## src/rtl/sys_ctrl_gen2_pkg.sv

```systemverilog
// Shared types and constants for the sys_ctrl_gen2 system controller.
package sys_ctrl_gen2_pkg;

  localparam int unsigned CNT_W    = 8;
  localparam int unsigned CAUSE_W  = 2;
  localparam int unsigned CAUSE_LK = 0;
  localparam int unsigned CAUSE_SW = 1;

  typedef enum logic [1:0] {
    IDLE   = 2'd0,
    ASSERT = 2'd1,
    HOLD   = 2'd2
  } rst_state_e;

  // Increment that sticks at lim once reached.
  function automatic logic [CNT_W-1:0] sat_inc(input logic [CNT_W-1:0] v,
                                               input logic [CNT_W-1:0] lim);
    return (v >= lim) ? lim : v + CNT_W'(1);
  endfunction

endpackage

```

## src/rtl/sys_ctrl_gen2_if.sv

```systemverilog
// Core-side signal bundle of sys_ctrl_gen2; cause outputs exist only with
// SYS_CTRL_GEN2_CAUSE_EN defined.
interface sys_ctrl_gen2_if
  import sys_ctrl_gen2_pkg::*;
#(
  parameter int unsigned NUM_PWR_CH = 2
);

  logic [NUM_PWR_CH-1:0] PWRUPREQ;
  logic [NUM_PWR_CH-1:0] PWRUPACK;
  logic                  LOCKUP;
  logic                  LOCKUP_RESET_EN;
  logic                  SYSRESETREQ;
  logic                  SYSRESETREQ_EN;
  logic                  SYSRST_OUT;
  logic                  RST_BUSY;
`ifdef SYS_CTRL_GEN2_CAUSE_EN
  logic                  CAUSE_CLR;
  logic [CAUSE_W-1:0]    RST_CAUSE;
`endif

  // Core / power controller side
  modport master (
    output PWRUPREQ,
    output LOCKUP,
    output LOCKUP_RESET_EN,
    output SYSRESETREQ,
    output SYSRESETREQ_EN,
    input  PWRUPACK,
    input  SYSRST_OUT,
    input  RST_BUSY
`ifdef SYS_CTRL_GEN2_CAUSE_EN
    , output CAUSE_CLR
    , input  RST_CAUSE
`endif
  );

  // System controller side
  modport slave (
    input  PWRUPREQ,
    input  LOCKUP,
    input  LOCKUP_RESET_EN,
    input  SYSRESETREQ,
    input  SYSRESETREQ_EN,
    output PWRUPACK,
    output SYSRST_OUT,
    output RST_BUSY
`ifdef SYS_CTRL_GEN2_CAUSE_EN
    , input  CAUSE_CLR
    , output RST_CAUSE
`endif
  );

endinterface

```

## src/rtl/sys_ctrl_pwrup_ch.sv

```systemverilog
// One power-up request/acknowledge channel: synchroniser, hold-off counter, ack.
module sys_ctrl_pwrup_ch
  import sys_ctrl_gen2_pkg::*;
#(
  parameter int unsigned SYNC_STAGES = 2,
  parameter int unsigned ACK_DELAY   = 0
) (
  input  logic clk_i,
  input  logic rst_ni,
  input  logic req_i,
  output logic ack_o
);

  localparam logic [CNT_W-1:0] DLY = CNT_W'(ACK_DELAY);

  logic [SYNC_STAGES-1:0] sync_q, sync_d;
  logic [CNT_W-1:0]       cnt_q, cnt_d;
  logic                   ack_q, ack_d;

  // Ack is precomputed from next-state values so it equals sreq & (cnt==DLY)
  // of the registered terms while coming straight from a flop.
  always_comb begin
    sync_d = {sync_q[SYNC_STAGES-2:0], req_i};
    cnt_d  = sync_q[SYNC_STAGES-1] ? sat_inc(cnt_q, DLY) : '0;
    ack_d  = sync_d[SYNC_STAGES-1] && (cnt_d == DLY);
  end

  // Channel state registers
  always_ff @(posedge clk_i or negedge rst_ni) begin
    if (!rst_ni) begin
      sync_q <= '0;
      cnt_q  <= '0;
      ack_q  <= 1'b0;
    end else begin
      sync_q <= sync_d;
      cnt_q  <= cnt_d;
      ack_q  <= ack_d;
    end
  end

  assign ack_o = ack_q;

endmodule

```

## src/rtl/sys_ctrl_gen2.sv

```systemverilog
// sys_ctrl_gen2: power-up handshakes plus filtered/stretched system-reset FSM.
// Optional reset-cause register enabled by defining SYS_CTRL_GEN2_CAUSE_EN.
module sys_ctrl_gen2
  import sys_ctrl_gen2_pkg::*;
#(
  parameter int unsigned NUM_PWR_CH       = 2,
  parameter int unsigned SYNC_STAGES      = 2,
  parameter int unsigned ACK_DELAY        = 0,
  parameter int unsigned LOCKUP_FILTER    = 4,
  parameter int unsigned RST_PULSE_CYCLES = 16
) (
  input logic               FCLK,
  input logic               PORESETn,
  sys_ctrl_gen2_if.slave    bus
);

  localparam logic [CNT_W-1:0] LK_LIM   = CNT_W'(LOCKUP_FILTER);
  localparam logic [CNT_W-1:0] PULSE_LD = CNT_W'(RST_PULSE_CYCLES - 1);

  logic [NUM_PWR_CH-1:0] ack_w;

  // Independent power-up channels
  for (genvar i = 0; i < NUM_PWR_CH; i++) begin : g_ch
    sys_ctrl_pwrup_ch #(
      .SYNC_STAGES (SYNC_STAGES),
      .ACK_DELAY   (ACK_DELAY)
    ) u_ch (
      .clk_i  (FCLK),
      .rst_ni (PORESETn),
      .req_i  (bus.PWRUPREQ[i]),
      .ack_o  (ack_w[i])
    );
  end

  assign bus.PWRUPACK = ack_w;

  logic             lk_term_c, sw_term_c, trig_lk_c, trig_sw_c;
  logic [CNT_W-1:0] lcnt_q, lcnt_d;
  logic             sw_prev_q;
  rst_state_e       state_q, state_d;
  logic [CNT_W-1:0] pcnt_q, pcnt_d;
  logic             rst_q, rst_d;
  logic             busy_q, busy_d;
`ifdef SYS_CTRL_GEN2_CAUSE_EN
  logic [CAUSE_W-1:0] cause_q, cause_d;
`endif

  // Trigger qualification: lockup filter and SYSRESETREQ edge detect
  always_comb begin
    lk_term_c = bus.LOCKUP & bus.LOCKUP_RESET_EN;
    sw_term_c = bus.SYSRESETREQ & bus.SYSRESETREQ_EN;
    lcnt_d    = lk_term_c ? sat_inc(lcnt_q, LK_LIM) : '0;
    // Fires only on the cycle the filter first saturates, so a held
    // lockup cannot re-arm until it drops.
    trig_lk_c = (lcnt_d == LK_LIM) && (lcnt_q != LK_LIM);
    trig_sw_c = sw_term_c & ~sw_prev_q;
  end

  // Reset FSM next state; outputs derived from next state so they register
  always_comb begin
    state_d = state_q;
    pcnt_d  = pcnt_q;
    case (state_q)
      IDLE: begin
        if (trig_lk_c || trig_sw_c) begin
          state_d = ASSERT;
          pcnt_d  = PULSE_LD;
        end
      end
      ASSERT: begin
        if (pcnt_q == '0) state_d = HOLD;
        else              pcnt_d  = pcnt_q - CNT_W'(1);
      end
      HOLD: begin
        if (!bus.LOCKUP && !bus.SYSRESETREQ) state_d = IDLE;
      end
      default: state_d = IDLE;
    endcase
    rst_d  = (state_d == ASSERT);
    busy_d = (state_d != IDLE);
  end

`ifdef SYS_CTRL_GEN2_CAUSE_EN
  // Sticky cause bits; a set on the same edge overrides a clear
  always_comb begin
    cause_d = cause_q;
    if (bus.CAUSE_CLR) cause_d = '0;
    if (state_q == IDLE) begin
      if (trig_lk_c) cause_d[CAUSE_LK] = 1'b1;
      if (trig_sw_c) cause_d[CAUSE_SW] = 1'b1;
    end
  end
`endif

  // Controller registers; async clear also aborts a pulse in flight
  always_ff @(posedge FCLK or negedge PORESETn) begin
    if (!PORESETn) begin
      lcnt_q    <= '0;
      sw_prev_q <= 1'b0;
      state_q   <= IDLE;
      pcnt_q    <= '0;
      rst_q     <= 1'b0;
      busy_q    <= 1'b0;
`ifdef SYS_CTRL_GEN2_CAUSE_EN
      cause_q   <= '0;
`endif
    end else begin
      lcnt_q    <= lcnt_d;
      sw_prev_q <= sw_term_c;
      state_q   <= state_d;
      pcnt_q    <= pcnt_d;
      rst_q     <= rst_d;
      busy_q    <= busy_d;
`ifdef SYS_CTRL_GEN2_CAUSE_EN
      cause_q   <= cause_d;
`endif
    end
  end

  assign bus.SYSRST_OUT = rst_q;
  assign bus.RST_BUSY   = busy_q;
`ifdef SYS_CTRL_GEN2_CAUSE_EN
  assign bus.RST_CAUSE  = cause_q;
`endif

endmodule

```

## src/flat_wrapper.sv

```systemverilog
// flat-port wrapper written by rule: the top's interface ports become plain ports
module sys_ctrl_gen2_flat import sys_ctrl_gen2_pkg::*;
#(
  parameter int unsigned NUM_PWR_CH       = 2,
  parameter int unsigned SYNC_STAGES      = 2,
  parameter int unsigned ACK_DELAY        = 0,
  parameter int unsigned LOCKUP_FILTER    = 4,
  parameter int unsigned RST_PULSE_CYCLES = 16
)
  (FCLK, PORESETn, bus_PWRUPREQ, bus_LOCKUP, bus_LOCKUP_RESET_EN, bus_SYSRESETREQ, bus_SYSRESETREQ_EN, bus_PWRUPACK, bus_SYSRST_OUT, bus_RST_BUSY);
  sys_ctrl_gen2_if #(.NUM_PWR_CH(NUM_PWR_CH)) bus_i ();
  input logic FCLK;
  input logic PORESETn;
  input wire logic [$bits(bus_i.PWRUPREQ)-1:0] bus_PWRUPREQ;
  input wire logic [$bits(bus_i.LOCKUP)-1:0] bus_LOCKUP;
  input wire logic [$bits(bus_i.LOCKUP_RESET_EN)-1:0] bus_LOCKUP_RESET_EN;
  input wire logic [$bits(bus_i.SYSRESETREQ)-1:0] bus_SYSRESETREQ;
  input wire logic [$bits(bus_i.SYSRESETREQ_EN)-1:0] bus_SYSRESETREQ_EN;
  output wire logic [$bits(bus_i.PWRUPACK)-1:0] bus_PWRUPACK;
  output wire logic [$bits(bus_i.SYSRST_OUT)-1:0] bus_SYSRST_OUT;
  output wire logic [$bits(bus_i.RST_BUSY)-1:0] bus_RST_BUSY;
  assign bus_i.PWRUPREQ = bus_PWRUPREQ;
  assign bus_i.LOCKUP = bus_LOCKUP;
  assign bus_i.LOCKUP_RESET_EN = bus_LOCKUP_RESET_EN;
  assign bus_i.SYSRESETREQ = bus_SYSRESETREQ;
  assign bus_i.SYSRESETREQ_EN = bus_SYSRESETREQ_EN;
  assign bus_PWRUPACK = bus_i.PWRUPACK;
  assign bus_SYSRST_OUT = bus_i.SYSRST_OUT;
  assign bus_RST_BUSY = bus_i.RST_BUSY;
  sys_ctrl_gen2 #(.NUM_PWR_CH(NUM_PWR_CH), .SYNC_STAGES(SYNC_STAGES), .ACK_DELAY(ACK_DELAY), .LOCKUP_FILTER(LOCKUP_FILTER), .RST_PULSE_CYCLES(RST_PULSE_CYCLES)) u_core (.FCLK(FCLK), .PORESETn(PORESETn), .bus(bus_i));
endmodule
```

## config.mk

```make
export PLATFORM = sky130hd
export DESIGN_NAME = sys_ctrl_gen2_flat
export DESIGN_NICKNAME = d
export VERILOG_FILES = /design/src/rtl/sys_ctrl_gen2_pkg.sv /design/src/rtl/sys_ctrl_gen2_if.sv /design/src/rtl/sys_ctrl_pwrup_ch.sv /design/src/rtl/sys_ctrl_gen2.sv /design/src/flat_wrapper.sv
export SDC_FILE = /design/constraint.sdc
export NUM_CORES = 1
export LEC_CHECK = 0
export BUFFER_PORTS_ARGS = -buffer_cell sky130_fd_sc_hd__buf_2
export CAP_MARGIN = 30
export CORE_MARGIN = 2
export CORE_UTILIZATION = 55
export CTS_CLUSTER_DIAMETER = 100
export DETAILED_ROUTE_END_ITERATION = 8
export HOLD_SLACK_MARGIN = 0.08
export PLACE_DENSITY = 0.78
export SYNTH_ARGS = -nofsm -noshare
export SYNTH_HDL_FRONTEND = slang
export SYNTH_HIERARCHICAL = 1
export SYNTH_SLANG_ARGS = --single-unit
```

## constraint.sdc

```tcl
create_clock -name FCLK -period 3.05 [get_ports FCLK]
set_clock_uncertainty 0.2 [all_clocks]
set_input_delay 0.305 -clock FCLK [delete_from_list [all_inputs] [get_ports FCLK]]
set_output_delay 0.305 -clock FCLK [all_outputs]
set_load 0.05 [all_outputs]
```

Word-level counts from Yosys, hierarchy flattened:

Cells that the tools add are included.

* $add $sub $neg: 4
* magnitude comparators: 3
* equality and inequality tests: 7
* multiplexer cells: 13
* bitwise logic cells: 4
* reduce and logical (&&, ||, !) cells: 14

Operators with widths (count)
* 8-bit two-way mux: 8
* 8-bit by 1-bit adder with 8-bit output (second input constant): 3
* 8-bit zero test: 3
* 8-bit by 1-bit >= comparator with 1-bit output (second input constant): 2
* 8-bit one-hot mux with 2 select lines: 1
* 8-bit by 3-bit equality test with 1-bit output (second input constant): 1
* 8-bit by 3-bit >= comparator with 1-bit output (second input constant): 1
* 8-bit by 3-bit != test with 1-bit output (second input constant): 1
* 8-bit by 1-bit subtractor with 8-bit output (second input constant): 1
* 2-bit two-way mux: 3
* 2-bit one-hot mux with 3 select lines: 1
* 2-bit by 1-bit equality test with 1-bit output (second input constant): 2
* 1-bit logical AND: 4
* 2-bit nonzero test: 2
* 1-bit AND: 3
* 3-bit AND reduction: 1
* 2-bit equality test (second input constant): 1
* 1-bit zero test: 2
* 2-bit zero test: 1
* 2-bit by 1-bit != test with 1-bit output (second input constant): 1
* 2-bit != test (second input constant): 1
* 1-bit logical OR: 1
* 1-bit NOT: 1

* register bits: 43
* input bits: 8
* output and inout port bits: 4
* logic and storage cells: 57

Logic depth before layout (Yosys ltp):

* word-level depth: 9
* gate-level depth with buffers: 8
* gate-level depth less buffers: 7

By module:

The synthesis kept the hierarchy.

Modules (own cells, without submodules)
* sys_ctrl_gen2: instances 1, cells an instance 96, area an instance 989.7 sq um, sequential area each 525.5 sq um
* sys_ctrl_pwrup_ch: instances 2, cells an instance 2, area an instance 50.0 sq um, sequential area each 50.0 sq um

Least setup slack after synthesis:

OpenSTA, ideal clock, no wires.

* path kind: register to register
* from: register u_core.lcnt_q[0]
* to: register u_core.pcnt_q[7]
* library setup time: 0.110 ns
* arrival time: 1.936 ns
* data required time: 2.740 ns
* setup slack: 0.803 ns
* stages on the path, launching flop included: 9
* path buffers: 1
* clock period less this slack: 2.247 ns
* path through: dfrtp_1 inv_1 ha_1 nand3_1 o21ai_0 a311o_4 or2_0 buf_6 o41ai_1

* word-level cells in the longest chain between the ends: 8
* elaborated cells between the ends (all ways): 10
* classes of those cells: 1 x add/sub; 1 x order compare; 3 x eq/ne; 2 x mux; 3 x reduce/logical

Ends and longest elaborated chain
* from (decl): line sys_ctrl_gen2.sv:38 `logic [CNT_W-1:0] lcnt_q, lcnt_d;`
* from (signal assigned): line sys_ctrl_gen2.sv:108 `lcnt_q <= lcnt_d;`
* 8-bit by 1-bit adder with 8-bit output / 8-bit by 3-bit >= comparator with 1-bit output (equally long branches): line sys_ctrl_gen2_pkg.sv:18 `return (v >= lim) ? lim : v + CNT_W'(1);`
* 8-bit two-way mux: line sys_ctrl_gen2_pkg.sv:18
* 8-bit two-way mux: line sys_ctrl_gen2.sv:52 `lcnt_d = lk_term_c ? sat_inc(lcnt_q, LK_LIM) : '0;`
* 8-bit by 3-bit equality test with 1-bit output: line sys_ctrl_gen2.sv:55 `trig_lk_c = (lcnt_d == LK_LIM) && (lcnt_q != LK_LIM);`
* 1-bit logical AND *: line sys_ctrl_gen2.sv:55
* 1-bit logical OR *: line sys_ctrl_gen2.sv:65 `if (trig_lk_c || trig_sw_c) begin`
* 2-bit by 1-bit != test with 1-bit output (no line) *
* 3-bit AND reduction (no line) *
* to (signal assigned): line sys_ctrl_gen2.sv:111 `pcnt_q <= pcnt_d;`
* to (decl): line sys_ctrl_gen2.sv:41 `logic [CNT_W-1:0] pcnt_q, pcnt_d;`

Mark *: on every way between the ends. The rest lies on a longest branch, timed or not.
A chain may end at the register's enable or synchronous reset.

Worst setup path in the final report:

Ends and elaborated chain as after synthesis.

==> summary.txt <==
Final layout
  – Diodes inserted: 0
  – Area grow syn2layout: 19.52%
  – Fraction of layout cells with a size suffix above 1: 17.32%
  – Final Util: about 68%
  – Cell area after layout: approximately 1300 um^2
  – Nets: 140

Placed design
  – Placed instance area: ~1200 um^2
  – IO buf count: 11
  – Final HPWL DP: 1371 um
  – Placer congestion estimate: approximately 0.96

Drt
  – WL met3: a little under 60 um
  – DR WL/cell: 13.09 um
  – Via count: 805
  – Met2 WL post-DR: between 1000 and 1500 um
  – DR pass1 iterations: 4
  – DRC: 0
  – Final antenna-violating net count: 0
  – Vias per Instance: about 5.2
  – Top Metal Used: met4
  – Metal1 wirelength: just over 900 um
  – Iter 0 DRT Violations: 22
  – Drt total wl: a little over 2000 um

Floorplanning
  – Die area: between 2000 and 2500 um^2
  – Die X-Extent: 48.52 um
  – Initial Util: between 50 and 60%
  – IO Count: 12
  – Die H: ~49 um
  – Core area: 1922 um^2
  – Rows: 16

Power and ir drop
  – Peak supply drop: about 0.00053 V
  – Switch share: about two fifths
  – Clock Power Share: around 15%
  – Sequential Power Share: 46.5%
  – Leak: approximately 0.61 nW
  – Comb power frac: between 30% and 40%
  – Power Internal: just under 600 uW
  – Power per cell area: ~800 nW/um^2
  – Switching pwr: 422.3 uW

STA
  – Final Hold Fails: 0
  – Final setup viols: 0
  – F_max: about 380 MHz
  – Setup TNS: 0 ns
  – Period minus WS final: about 2.6 ns
  – Fin. max-slew vios: 0
  – Crit share post-route: a little under nine tenths
  – Worst Tran Pin Value: approximately 0.54 ns
  – Slew headroom: between 60% and 70%
  – Hold Worst Slack: 0.1725 ns
  – RSZ-0062 raised after global routing: no

Global routing
  – Antenna violations before repair: 0
  – Largest net degree at the start of global routing: 26
  – First-pass GRT wire length: between 3000 and 4000 um
  – GRT overflow: 0
  – Number of global-route vias before repair: ~840
  – Overall Global Routing Usage: roughly 19%

Synth
  – Synthesized area: 1090 um^2
  – Ys flop type: dfrtp_1
  – Most instantiated cells after synthesis: 25 x dfrtp_1, 10 x nor2_1, 8 x inv_1, 8 x nand2_1
  – EDFF count, synth: 0
  – Top cells by area, synth: dfrtp_1 57%, ha_1 4.6%, nor2_1 3.4%, o31ai_1 3.4%, inv_1 2.8%
  – Count leader, synth: dfrtp_1
  – Avg Inst Size Synth: between 10 and 15 um^2
  – Seq/Total Area, Yosys: 57.41%
  – Yosys top cell by area: dfrtp_1
  – Synth cell types: 31
  – Share of synthesized registers carrying an async set or reset: between 90% and 100%
  – Cells after Synth: 100
  – Synth Register Bits: 25
  – Ys Warns: 6
  – Share of the synthesized area in the top cell type: a little under three fifths

Setup path
  – Reg2reg path depth: 7
  – Reg2reg end: u_core/pcnt_q[7]
  – Worst Path Class, Setup: reg -> reg
  – Worst endpoint required time: slightly above 3 ns
  – WP data arrival: 2.61 ns
  – Critical path capture point type: flip-flop
  – R2R Setup Slk: approximately 0.45 ns
  – Reg-to-reg critical path startpoint: u_core/lcnt_q[0]
  – Maximum fanout along the worst path: 10
  – Startpoint Class: flip-flop

Clock network
  – Clk pin slew, worst setup/hold paths: approximately 0.13 ns
  – CTS Buf Count: 3
  – Root Buffer Master: clkbuf_4
  – Post-cts resize count: 0
  – Max H-tree Level: 1
  – CTS Buffer Depth: 2
  – Clk sinks: 25
  – CTS tree: done
  – Clk_lat worst skew: around 0.31 ns

Flow run
  – Maxcap violations: 0

Hold path
  – Hold Path Class: reg -> reg
  – Worst hold start: u_core/g_ch[0].u_ch/sync_q[0]
  – WHS Path Cells: 0
  – Hold Path Sink: u_core/g_ch[0].u_ch/ack_o

Status
  – Status: finished clean
==> layout by cell type, fill, tap and decap left out, types with 2 or more instances in the layout <==
master	n
nand3_1	2
dlygate4sd3_1	9
clkbuf_4	3
nand2b_1	2
or4_1	2
nand2_1	8
inv_1	8
nor2b_1	2
nor4_1	2
dfrtp_1	25
o31ai_1	5
nor3_1	5
a21oi_1	5
ha_1	4
nor2_1	10
o21ai_0	3
conb_1	5
buf_2	11
==> routing by layer <==
metal / track usage (%) / up-vias
met1: 23.96 / 386
met4: 9.048 / 0
met3: 3.086 / 2
li1: - / 399
met2: 33.56 / 18
met5: 0 / -
==> worst max path at each step <==
stage	startpoint	endpoint	slack, ns	depth (start not counted)
after floorplan	u_core/lcnt_q[0]	u_core/pcnt_q[7]	0.80	8
after global placement	u_core/lcnt_q[0]	u_core/pcnt_q[7]	0.67	7
after detailed placement	u_core/lcnt_q[0]	u_core/pcnt_q[7]	0.49	7
after CTS	u_core/lcnt_q[0]	u_core/pcnt_q[7]	0.47	7
after global routing	u_core/lcnt_q[0]	u_core/pcnt_q[7]	0.22	7
final	u_core/lcnt_q[0]	u_core/pcnt_q[7]	0.45	7
==> timing repair <==
item                                   CTS  global route
hold buffers                             9             0
setup buffers                            0             0
endpoints found under the hold margin   32             0
==> stage by stage <==
step / setup WS, ns / std cells / power (mW)
global placement: 0.6682 / 141 / 0.8556
finish: 0.4472 / 154 / 1.017
detailed placement: 0.4877 / 141 / 0.8595
CTS: 0.4685 / 154 / 1.020
global route: 0.2249 / 154 / 1.102
floorplan: 0.8033 / 104 / 0.7776
==> final cells by class <==
type	instances	area [um^2]
fillers	151	619.3
clock buffers	3	22.52
well taps	27	33.78
repair buffers	20	145.1
inverters	8	30.03
multi-input cells	70	437.9
clock inverters	1	7.507
flip-flops and latches	25	625.6
==> worst max-delay path: stages, from the launching register on <==
cell     delay [ns]
dfrtp_1        0.42
inv_1          0.06
ha_1           0.29
nand3_1        0.09
o21ai_0        0.11
a311o_4        0.48
or2_0          0.39
o41ai_1        0.45
==> flip-flops by register name (all words and copies together), names as in the netlist <==
signal / cells
u_core/state_q: 2
u_core/g_ch.u_ch/sync_q: 2
u_core/g_ch.u_ch/ack_o: 2
u_core/lcnt_q: 8
u_core/pcnt_q: 8
u_core/bus.SYSRST_OUT: 1
u_core/sw_prev_q: 1
u_core/bus.RST_BUSY: 1
==> power groups by stage <==
stage          clock [mW]  sequential [mW]  combinational (mW)
2_1_floorplan           0            0.511               0.266
3_3_place_gp            0            0.476               0.380
3_5_place_dp            0            0.477               0.382
4_1_cts             0.156            0.471               0.394
5_1_grt             0.168            0.485               0.449
6_report            0.148            0.473               0.396
==> cells by family after synthesis <==
| logic type | count (synthesis) | share of synthesized area [%] |
|---|---|---|
| adder cells (fa/ha/maj) | 4 | 4.593 |
| buffers and inverters | 9 | 3.789 |
| flip-flops | 25 | 57.41 |
| other | 1 | 0.3441 |
| AO/OA/AOI/OAI | 20 | 13.66 |
| AND/OR/NAND/NOR | 41 | 20.21 |
Note: power is estimated with default switching activity, not from simulation.
